===== config.mk =====
export PLATFORM = sky130hd
export DESIGN_NAME = ps2_host_tx
export DESIGN_NICKNAME = d
export VERILOG_FILES = /design/src/rtl/ps2_host_tx.sv
export SDC_FILE = /design/constraint.sdc
export NUM_CORES = 1
export LEC_CHECK = 0
export BUFFER_PORTS_ARGS = -buffer_cell sky130_fd_sc_hd__buf_2
export CAP_MARGIN = 20
export CORE_UTILIZATION = 55
export CTS_BUF_LIST = sky130_fd_sc_hd__clkbuf_8
export CTS_CLUSTER_DIAMETER = 150
export CTS_CLUSTER_SIZE = 12
export DETAILED_ROUTE_END_ITERATION = 8
export GPL_TIMING_DRIVEN = 0
export HOLD_SLACK_MARGIN = 0.15
export PLACE_DENSITY = 0.8
export SLEW_MARGIN = 15
export SYNTH_ARGS = -nofsm -noshare
export SYNTH_HDL_FRONTEND = slang
export SYNTH_SLANG_ARGS = --single-unit

===== constraint.sdc =====
create_clock -name clock -period 3.8 [get_ports clock]
set_input_delay 0.57 -clock clock [delete_from_list [all_inputs] [get_ports clock]]
set_output_delay 0.57 -clock clock [all_outputs]
set_load 0.005 [all_outputs]

===== src/rtl/ps2_host_tx.sv =====
// Host-to-device PS/2 transmitter: inhibits the bus, sends start/8 data/odd parity/stop
// on device-generated clock falls, then checks the device ack. Lines are driven open-drain.
module ps2_host_tx #(
    parameter int INHIBIT_CYCLES = 6000,
    parameter int TIMEOUT_CYCLES = 750000
) (
    input  logic       clock,
    input  logic       reset,
    input  logic [7:0] tx_data,
    input  logic       tx_valid,
    output logic       tx_ready,
    output logic       busy,
    output logic       tx_done,
    output logic       tx_error,
    input  logic       ps2_clk_in,
    input  logic       ps2_data_in,
    output logic       ps2_clk_oe,
    output logic       ps2_data_oe
);

    localparam int CNT_MAX = (INHIBIT_CYCLES > TIMEOUT_CYCLES) ? INHIBIT_CYCLES : TIMEOUT_CYCLES;
    localparam int CW      = $clog2(CNT_MAX + 1);
    localparam logic [CW-1:0] INH_LAST = CW'(INHIBIT_CYCLES - 1);
    localparam logic [CW-1:0] TO_LAST  = CW'(TIMEOUT_CYCLES - 1);

    typedef enum logic [2:0] {
        S_IDLE,
        S_INHIBIT,
        S_START,
        S_DATA,
        S_PARITY,
        S_ACK,
        S_WAIT_IDLE
    } state_e;

    state_e        state_q, state_d;
    logic [7:0]    data_q, data_d;
    logic          par_q, par_d;
    logic [3:0]    bit_q, bit_d;
    logic [CW-1:0] tmr_q, tmr_d;
    logic [1:0]    clk_sync_q, dat_sync_q;
    logic          clk_prev_q;

    logic          sync_clk, sync_dat, fall, in_frame, timed;
    logic [2:0]    bidx;

    assign sync_clk = clk_sync_q[1];
    assign sync_dat = dat_sync_q[1];
    assign in_frame = state_q inside {S_START, S_DATA, S_PARITY, S_ACK};
    assign timed    = in_frame || (state_q == S_WAIT_IDLE);
    assign fall     = clk_prev_q & ~sync_clk & in_frame;
    assign bidx     = 3'(bit_q - 4'd1);

    assign tx_ready = (state_q == S_IDLE);
    assign busy     = (state_q != S_IDLE);

    // Synchronisers reset high so an idle bus never looks like a falling edge.
    always_ff @(posedge clock or posedge reset) begin
        if (reset) begin
            clk_sync_q <= 2'b11;
            dat_sync_q <= 2'b11;
            clk_prev_q <= 1'b1;
        end else begin
            clk_sync_q <= {clk_sync_q[0], ps2_clk_in};
            dat_sync_q <= {dat_sync_q[0], ps2_data_in};
            clk_prev_q <= sync_clk;
        end
    end

    always_ff @(posedge clock or posedge reset) begin
        if (reset) begin
            state_q <= S_IDLE;
            data_q  <= '0;
            par_q   <= 1'b0;
            bit_q   <= '0;
            tmr_q   <= '0;
        end else begin
            state_q <= state_d;
            data_q  <= data_d;
            par_q   <= par_d;
            bit_q   <= bit_d;
            tmr_q   <= tmr_d;
        end
    end

    always_comb begin
        state_d     = state_q;
        data_d      = data_q;
        par_d       = par_q;
        bit_d       = bit_q;
        tmr_d       = tmr_q;
        ps2_clk_oe  = 1'b0;
        ps2_data_oe = 1'b0;
        tx_done     = 1'b0;
        tx_error    = 1'b0;

        case (state_q)
            S_IDLE: begin
                if (tx_valid) begin
                    data_d  = tx_data;
                    par_d   = ~^tx_data;
                    bit_d   = '0;
                    tmr_d   = '0;
                    state_d = S_INHIBIT;
                end
            end
            S_INHIBIT: begin
                ps2_clk_oe = 1'b1;
                tmr_d      = tmr_q + CW'(1);
                if (tmr_q == INH_LAST) begin
                    ps2_data_oe = 1'b1;
                    tmr_d       = '0;
                    state_d     = S_START;
                end
            end
            S_START: begin
                ps2_data_oe = 1'b1;
                if (fall) begin
                    bit_d   = bit_q + 4'd1;
                    state_d = S_DATA;
                end
            end
            S_DATA: begin
                ps2_data_oe = ~data_q[bidx];
                if (fall) begin
                    bit_d = bit_q + 4'd1;
                    if (bit_q == 4'd8) state_d = S_PARITY;
                end
            end
            S_PARITY: begin
                ps2_data_oe = ~par_q;
                if (fall) begin
                    bit_d   = bit_q + 4'd1;
                    state_d = S_ACK;
                end
            end
            S_ACK: begin
                // Stop bit is the released line; the device pulls data low to ack on fall #11.
                if (fall) begin
                    bit_d = bit_q + 4'd1;
                    if (sync_dat) begin
                        tx_error = 1'b1;
                        state_d  = S_IDLE;
                    end else begin
                        state_d = S_WAIT_IDLE;
                    end
                end
            end
            S_WAIT_IDLE: begin
                if (sync_clk && sync_dat) begin
                    tx_done = 1'b1;
                    state_d = S_IDLE;
                end
            end
            default: state_d = S_IDLE;
        endcase

        // Inactivity watchdog; a device fall restarts it, expiry abandons the frame.
        if (timed) begin
            if (fall) begin
                tmr_d = '0;
            end else if (tmr_q == TO_LAST) begin
                ps2_clk_oe  = 1'b0;
                ps2_data_oe = 1'b0;
                tx_done     = 1'b0;
                tx_error    = 1'b1;
                state_d     = S_IDLE;
            end else begin
                tmr_d = tmr_q + CW'(1);
            end
        end
    end

endmodule


# ---- Word level (Yosys, flattened, before mapping)
# Cells that the tools add are included.
dict set report totals {
  register_bits 41
  latch_bits 0
  ram_bits 0
  mem_bits_ro 0
  inputBits 13
  word_cells 82
  memories 0
}
dict set report op_classes {
  add_sub_neg 3
  mul 0
  n_div 0
  n_lt_le_gt_ge 1
  n_eq_ne 11
  shifts 0
  muxes 44
  bitwise 5
  n_reduce_logical 10
}
# cell n
set ops {}
lappend ops {{$mux W20} 5}
lappend ops {{$pmux W20 S2} 1}
lappend ops {{$mux W3} 12}
lappend ops {{$pmux W3 S7} 1}
lappend ops {{$add A20 B1 Y20 const B} 1}
lappend ops {{$eq A20 B13 Y1 const B} 1}
lappend ops {{$eq A20 B20 Y1 const B} 1}
lappend ops {{$mux W1} 20}
lappend ops {{$eq A3 B3 Y1 const B} 3}
lappend ops {{$mux W4} 2}
lappend ops {{$pmux W4 S2} 1}
lappend ops {{$reduce_xnor A8 Y1} 1}
lappend ops {{$eq A3 B2 Y1 const B} 2}
lappend ops {{$add A4 B1 Y4 const B} 1}
lappend ops {{$eq A4 B4 Y1 const B} 1}
lappend ops {{$lt A3 B4 Y1 const B} 1}
lappend ops {{$pmux W1 S4} 1}
lappend ops {{$reduce_bool A4 Y1} 1}
lappend ops {{$reduce_or A4 Y1} 1}
lappend ops {{$bmux W1 S3} 1}
lappend ops {{$eq A3 B1 Y1 const B} 1}
lappend ops {{$logic_not A3 Y1} 1}
lappend ops {{$not A1 Y1} 3}
lappend ops {{$reduce_and A3 Y1} 1}
lappend ops {{9 further kinds} 10}

# ---- Longest topological paths before layout
# Gate-level depths: netlist of run 1.
dict set report logic_depth {
  depth_word 8
  depth_mapped 8
  ltp_nobuf 6
}

# ---- Least setup slack after synthesis of run 1
# No wires, ideal clock.
dict set report synth_path {
  path_type {reg2out}
  from {register tmr_q[0]}
  to {output tx_error}
  arrival_ns 1.963
  required_ns 3.230
  setup_slack_ns 1.267
  path_stages_with_launch 8
  cell_sequence {dfrtp_1 > ha_1 > nand3_1 > or4_4 > buf_6 > a211oi_4 > buf_2 > o21bai_1}
}
dict set report synth_between {
  elab_chain_cells 4
}
# element line
set synth_rtl {}
lappend synth_rtl {{start, declared} 40} ;# logic [CW-1:0] tmr_q, tmr_d;
lappend synth_rtl {{start signal, assigned} 82} ;# tmr_q <= tmr_d;
lappend synth_rtl {{$eq A20 B20 Y1} 162} ;# end else if (tmr_q == TO_LAST) begin
lappend synth_rtl {{$mux W1} 162}
lappend synth_rtl {{$mux W1} 160} ;# if (fall) begin
lappend synth_rtl {{$mux W1} 159} ;# if (timed) begin
lappend synth_rtl {{end, declared} 14} ;# output logic tx_error,
# Every way passes these cells.

# ---- Final worst setup path of run 1
dict set report layout_path {
  from {register tmr_q[0]}
  to {output ps2_data_oe}
}
dict set report layout_between {
  elab_chain_cells 6
}
# element line
set layout_rtl {}
lappend layout_rtl {{$eq A20 B13 Y1} 110} ;# if (tmr_q == INH_LAST) begin
lappend layout_rtl {{$mux W1} 110}
lappend layout_rtl {{$pmux W1 S4} 97} ;# case (state_q)
lappend layout_rtl {{$mux W1} 162}
lappend layout_rtl {{$mux W1} 160}
lappend layout_rtl {{$mux W1 *} 159}
lappend layout_rtl {{end, declared} 18} ;# output logic ps2_data_oe
# Mark *: on every way between the ends. The rest lies on a longest branch, timed or not.

==> metrics.csv, run 1 <==
metric,value,unit
Die X,69.82,um
# port buffers,18,
Psw,0.3509,mW
largest net degree at the start of global routing,27,
f_max,305.6,MHz
number of gates resized after CTS,0,
Non-Filler Instances,369,
GPL Wtd Cong,0.9061,
"commonest non-fill, non-tap cells in the layout","49 x nand2_1, 36 x dfrtp_1, 23 x nand3_1, 20 x buf_2, 19 x o21ai_0",
core box area,4384,sq um
combinational fraction of design power,0.174,
"Remaining Overflow, GRT",0,
Int Power,0.8165,mW
vias in the first global route,2165,
final max-slew violation count,0,
"commonest non-fill, non-tap cell in the layout",nand2_1,
Clk pwr share,0.325,
Worst-Margin Slew,982.9,ps
Layout Skew,7.787,ps
DP Wirelength,4237,um
Critical Path Start Type,flip-flop,
I/O pin count,19,
filler instances,370,
chip height,69.82,um
setup bufs post-CTS,0,
Critical Path RT,3230,ps
Worst-path clk slew,90,ps
TritonCTS clock tree,yes,
min-delay worst type,in2async,
"Hold-fix buffers, CTS",0,
GRT Util Overall,0.2653,
die footprint,4875,sq um
RSZ-0062 raised after global routing,false,
total number of vias,2377,
critical path class,reg2out,
antenna violations before repair,0,
Syn Area/Cell,8.724,sq um
syn_nets,306,
area grow syn2layout,11.67,%
Post-DRT Antenna Nets,0,
CTS Sinks,41,
sequential cell area fraction in the yosys report,0.4080,
Synth Register Bits,41,
drt pass-1 iters,5,
sw frac,0.3006,
Root Driver,clkbuf_8,
n_diodes,0,
setup_tns,0,ps
Post-synth EDFFs,0,
CP endpoint kind,output pin,
DR DRC count,0,
critical path arrival,2700,ps
Num CTS Buffers,5,
register area,1032,sq um
Clock Latency Late Sink,310,ps
Synthesis Warnings,0,
Post-Syn Instances,290,
Multi-input gate area,1390,sq um
Slew headroom,0.3355,
share of layout cells above drive strength 1,0.1577,
Cell variety after synth,58,
final clock period utilization by the worst path,0.8612,
"Primary FF master, synth",dfrtp_1,
Routed WL,6027,um
ys async rst share,1.000,
Iteration-0 DRC Markers,280,
htree depth,2,
routed len/inst,16.33,um
Cell Pwr Density,413.2,nW/um^2
Vias/cell,6.442,
# nets final,332,
"Cell Area, Synth",2530,sq um
final setup vio count,0,
Reg power frac,0.501,
Lkg Pwr,1.218,nW
crit path max fanout,10,
post-placement cell count,361,
status,"complete, no violations",
final hold viol count,0,
Initial Utilization,0.5771,
shortest period the worst path allows,3272,ps
clk buf depth,2,
max cap viols,0,
Peak VDD IR,286.2,uV
FP Rows,24,
first-pass GRT wire length,10310,um
[synth_stat cells, drive strengths merged, types with 4 or more instances]
cell type,number,area share
inv,10,0.015
nor3,12,0.024
xnor2,8,0.028
o211ai,5,0.015
dfrtp,36,0.36
clkbuf,8,0.012
o21ai,21,0.042
a21oi,7,0.014
nand4,4,0.0099
buf,5,0.016
nand3,23,0.045
nor4,6,0.015
and3,7,0.019
dfstp,5,0.052
o32ai,6,0.021
and2,6,0.015
nand2,49,0.073
nor2,14,0.021
[through the flow]
step	utilization	hold WS, ps	setup slack (ps)	area (sq um)	total power, mW
2_1_floorplan	-	345.2	1267	2530	0.7333
4_1_cts	0.6444	232.7	543.5	2825	1.170
5_1_grt	0.6444	247.5	377.1	2825	1.227
3_3_place_gp	0.6124	345.6	918.5	2685	0.7817
3_5_place_dp	0.6170	347.0	888.1	2705	0.7922
6_report	0.6444	228.1	527.5	2825	1.167
[per-layer routing]
metal  vias to the layer above  GRT usage  wire, um
li1                       1131          -         -
met1                      1143     0.3564      2665
met2                        84     0.4241      2869
met3                        19    0.05087       336
met4                         0     0.1022       155
met5                         -          0         0
[flip-flops by register name (all words and copies together), names as in the netlist]
signal      flops
clk_prev_q      1
state_q         3
data_q          8
clk_sync_q      2
bit_q           4
dat_sync_q      2
par_q           1
tmr_q          20
[worst paths after layout]
path / from / endpoint / slack [ps] / cells past startpoint
worst max-delay path: tmr_q[0] / ps2_data_oe / 530 / 8
worst min-delay path: reset / data_q[1] / 230 / 2
worst max register to register: tmr_q[0] / tmr_q[14] / 1310 / 8
worst min register to register: dat_sync_q[0] / dat_sync_q[1] / 360 / 0
max in group asynchronous: reset / tmr_q[16] / 3120 / 3
min in group clock: ps2_data_in / dat_sync_q[0] / 360 / 1
[logic make-up after synthesis]
group	Yosys count	share of synthesized area
buffers and inverters	23	0.04253
DFF	41	0.4080
adders and majority gates	3	0.01484
AOI/OAI and AO/OA	69	0.1954
xor gates and xnor gates	11	0.03808
and+or+nand+nor	140	0.2794
muxes	3	0.02176
[power groups by stage]
stage | Clock, mW | Sequential [mW] | Combinational, mW
global route | 0.397 | 0.596 | 0.234
CTS | 0.384 | 0.582 | 0.204
floorplan | 0 | 0.568 | 0.165
detailed placement | 0 | 0.590 | 0.202
global placement | 0 | 0.587 | 0.195
finish | 0.379 | 0.585 | 0.203
[worst max-delay path, stage by stage (launching register included)]
cell	delay [ps]
dfrtp_1	450
ha_1	260
nand3_1	120
or4_4	530
buf_6	150
a211oi_4	290
buf_2	310
o21ai_0	130
buf_2	140
[area by class of cell]
cell class | count | area share
buffer | 13 | 0.02480
clock buffer | 6 | 0.02923
clock inverter | 2 | 0.01329
inverter | 10 | 0.01329
multi-input combinational | 226 | 0.4920
sequential | 41 | 0.3654
tap | 52 | 0.02303
timing repair buffer | 19 | 0.03897
Power figures use the tool's default switching activity.
==> run 2, diff against run 1 <==
--- a/config.mk
+++ b/config.mk
@@ -15,6 +15,7 @@
 export GPL_TIMING_DRIVEN = 0
 export HOLD_SLACK_MARGIN = 0.15
 export PLACE_DENSITY = 0.8
+export RECOVER_POWER = 50
 export SLEW_MARGIN = 15
 export SYNTH_ARGS = -nofsm -noshare
 export SYNTH_HDL_FRONTEND = slang
==> run 2 against run 1 <==
Net effect:
- sequential share of layout area rose by 0.21 points
- sequential cell count did not move
- register-to-register slack got worse by 30 ps
- first-iteration DRC count fell by 16%
- global-route usage did not move
- clock-buffer cell count did not move
- die area did not move
- setup slack got worse by 17 ps
- clock skew rose by 0.53 ps
- routed wire length rose by 1.3%
==> metrics.csv, run 2 (synthesis gave the netlist of run 1 again) <==
metric,value,unit
shortest period the worst path allows,3290,ps
total number of vias,2397,
Critical Path Start Type,flip-flop,
Reg-to-Reg Start,tmr_q[0],
TritonCTS clock tree,yes,
setup bufs post-CTS,0,
Top reg by flops,tmr_q,
routed len/inst,16.55,um
FP Rows,24,
area grow syn2layout,11.03,%
final max-slew violation count,0,
Vias/cell,6.496,
I/O pin count,19,
"Hold-fix buffers, CTS",0,
RR Endpoint,tmr_q[15],
Initial Utilization,0.5771,
die footprint,4875,sq um
CP endpoint kind,output pin,
"commonest non-fill, non-tap cell in the layout",nand2_1,
Critical Path Source,tmr_q[0],
antenna violations before repair,0,
number of gates resized after CTS,0,
vias in the first global route,2165,
final clock period utilization by the worst path,0.8657,
final hold viol count,0,
Routed WL,6107,um
clk buf depth,2,
# nets final,332,
first-pass GRT wire length,10310,um
Layout Skew,8.317,ps
core box area,4384,sq um
internal reg-to-reg setup slack,1280,ps
htree depth,2,
Worst-Margin Slew,1407,ps
chip height,69.82,um
Critical Path RT,3230,ps
min-delay worst type,in2async,
drt pass-1 iters,6,
Iteration-0 DRC Markers,235,
Slew headroom,0.06224,
critical path arrival,2720,ps
Clock Latency Late Sink,310,ps
share of layout cells above drive strength 1,0.1483,
Die X,69.82,um
setup_tns,0,ps
"commonest non-fill, non-tap cells in the layout","49 x nand2_1, 36 x dfrtp_1, 23 x nand3_1, 20 x buf_2, 19 x o21ai_0",
critical path class,reg2out,
status,"complete, no violations",
CTS Sinks,41,
f_max,304.0,MHz
Root Driver,clkbuf_8,
"Remaining Overflow, GRT",0,
DR DRC count,0,
Lkg Pwr,1.210,nW
final core utilization,0.6407,
DP Wirelength,4237,um
n_diodes,0,
largest net degree at the start of global routing,27,
Num CTS Buffers,5,
max FFs per register,20,
final setup vio count,0,
GPL Wtd Cong,0.9061,
worst reg2reg path depth,7,
Top Registers,"tmr_q (20), data_q (8), bit_q (4)",
Worst-path clk slew,90,ps
Post-DRT Antenna Nets,0,
GRT Util Overall,0.2653,
Cell Pwr Density,416.2,nW/um^2
RSZ-0062 raised after global routing,false,
crit path max fanout,10,
max cap viols,0,
Peak VDD IR,286.1,uV
# port buffers,18,
## run 2: worst max-delay path, stage by stage, from the launching register on
cell and delay, ps:
dfrtp_1 450, ha_1 260, nand3_1 120, or4_4 530, buf_6 150, a211oi_4 290
buf_2 320, o21ai_0 140, buf_2 140
## run 2: worst max-delay path by stage
stage                     cells after the start  slack (ps)     endpoint
after floorplan                               7        1270     tx_error
after global placement                        8         920  ps2_data_oe
after detailed placement                      8         890  ps2_data_oe
after CTS                                     8         540  ps2_data_oe
after global routing                          8         380  ps2_data_oe
final                                         8         510  ps2_data_oe
## run 2: power breakdown
part           internal, mW  switching (mW)  leakage (nW)
clock network         0.214           0.168        0.0574
registers             0.504          0.0816         0.499
logic                0.0963           0.105         0.654
total                 0.814           0.355          1.21
## run 2: layout make-up
type / count / area [sq um]
buffer: 13 / 70.07
clock buffer: 6 / 82.58
clock inverter: 2 / 37.54
fill: 373 / 1575
inverter: 10 / 37.54
multi-input combinational: 226 / 1390
sequential: 41 / 1032
tap: 52 / 65.06
timing repair buffer: 19 / 93.84
## run 2: layer usage
metal  vias up  GRT usage  part of all wire
met5         -          0                 0
met4         0     0.1022             0.024
met3        20    0.05087             0.057
met2       101     0.4241              0.47
met1      1150     0.3564              0.45
li1       1126          -                 -
## run 2: stage by stage
| stage | hold slack, ps | cell area (sq um) | power (mW) | setup WS, ps | std cells |
|---|---|---|---|---|---|
| floorplan | 345.2 | 2530 | 0.7333 | 1267 | 290 |
| global placement | 345.6 | 2685 | 0.7817 | 918.5 | 360 |
| detailed placement | 347.0 | 2705 | 0.7922 | 888.1 | 361 |
| CTS | 232.7 | 2825 | 1.170 | 543.5 | 369 |
| global route | 349.6 | 2809 | 1.224 | 377.1 | 369 |
| finish | 314.4 | 2809 | 1.169 | 510.3 | 369 |
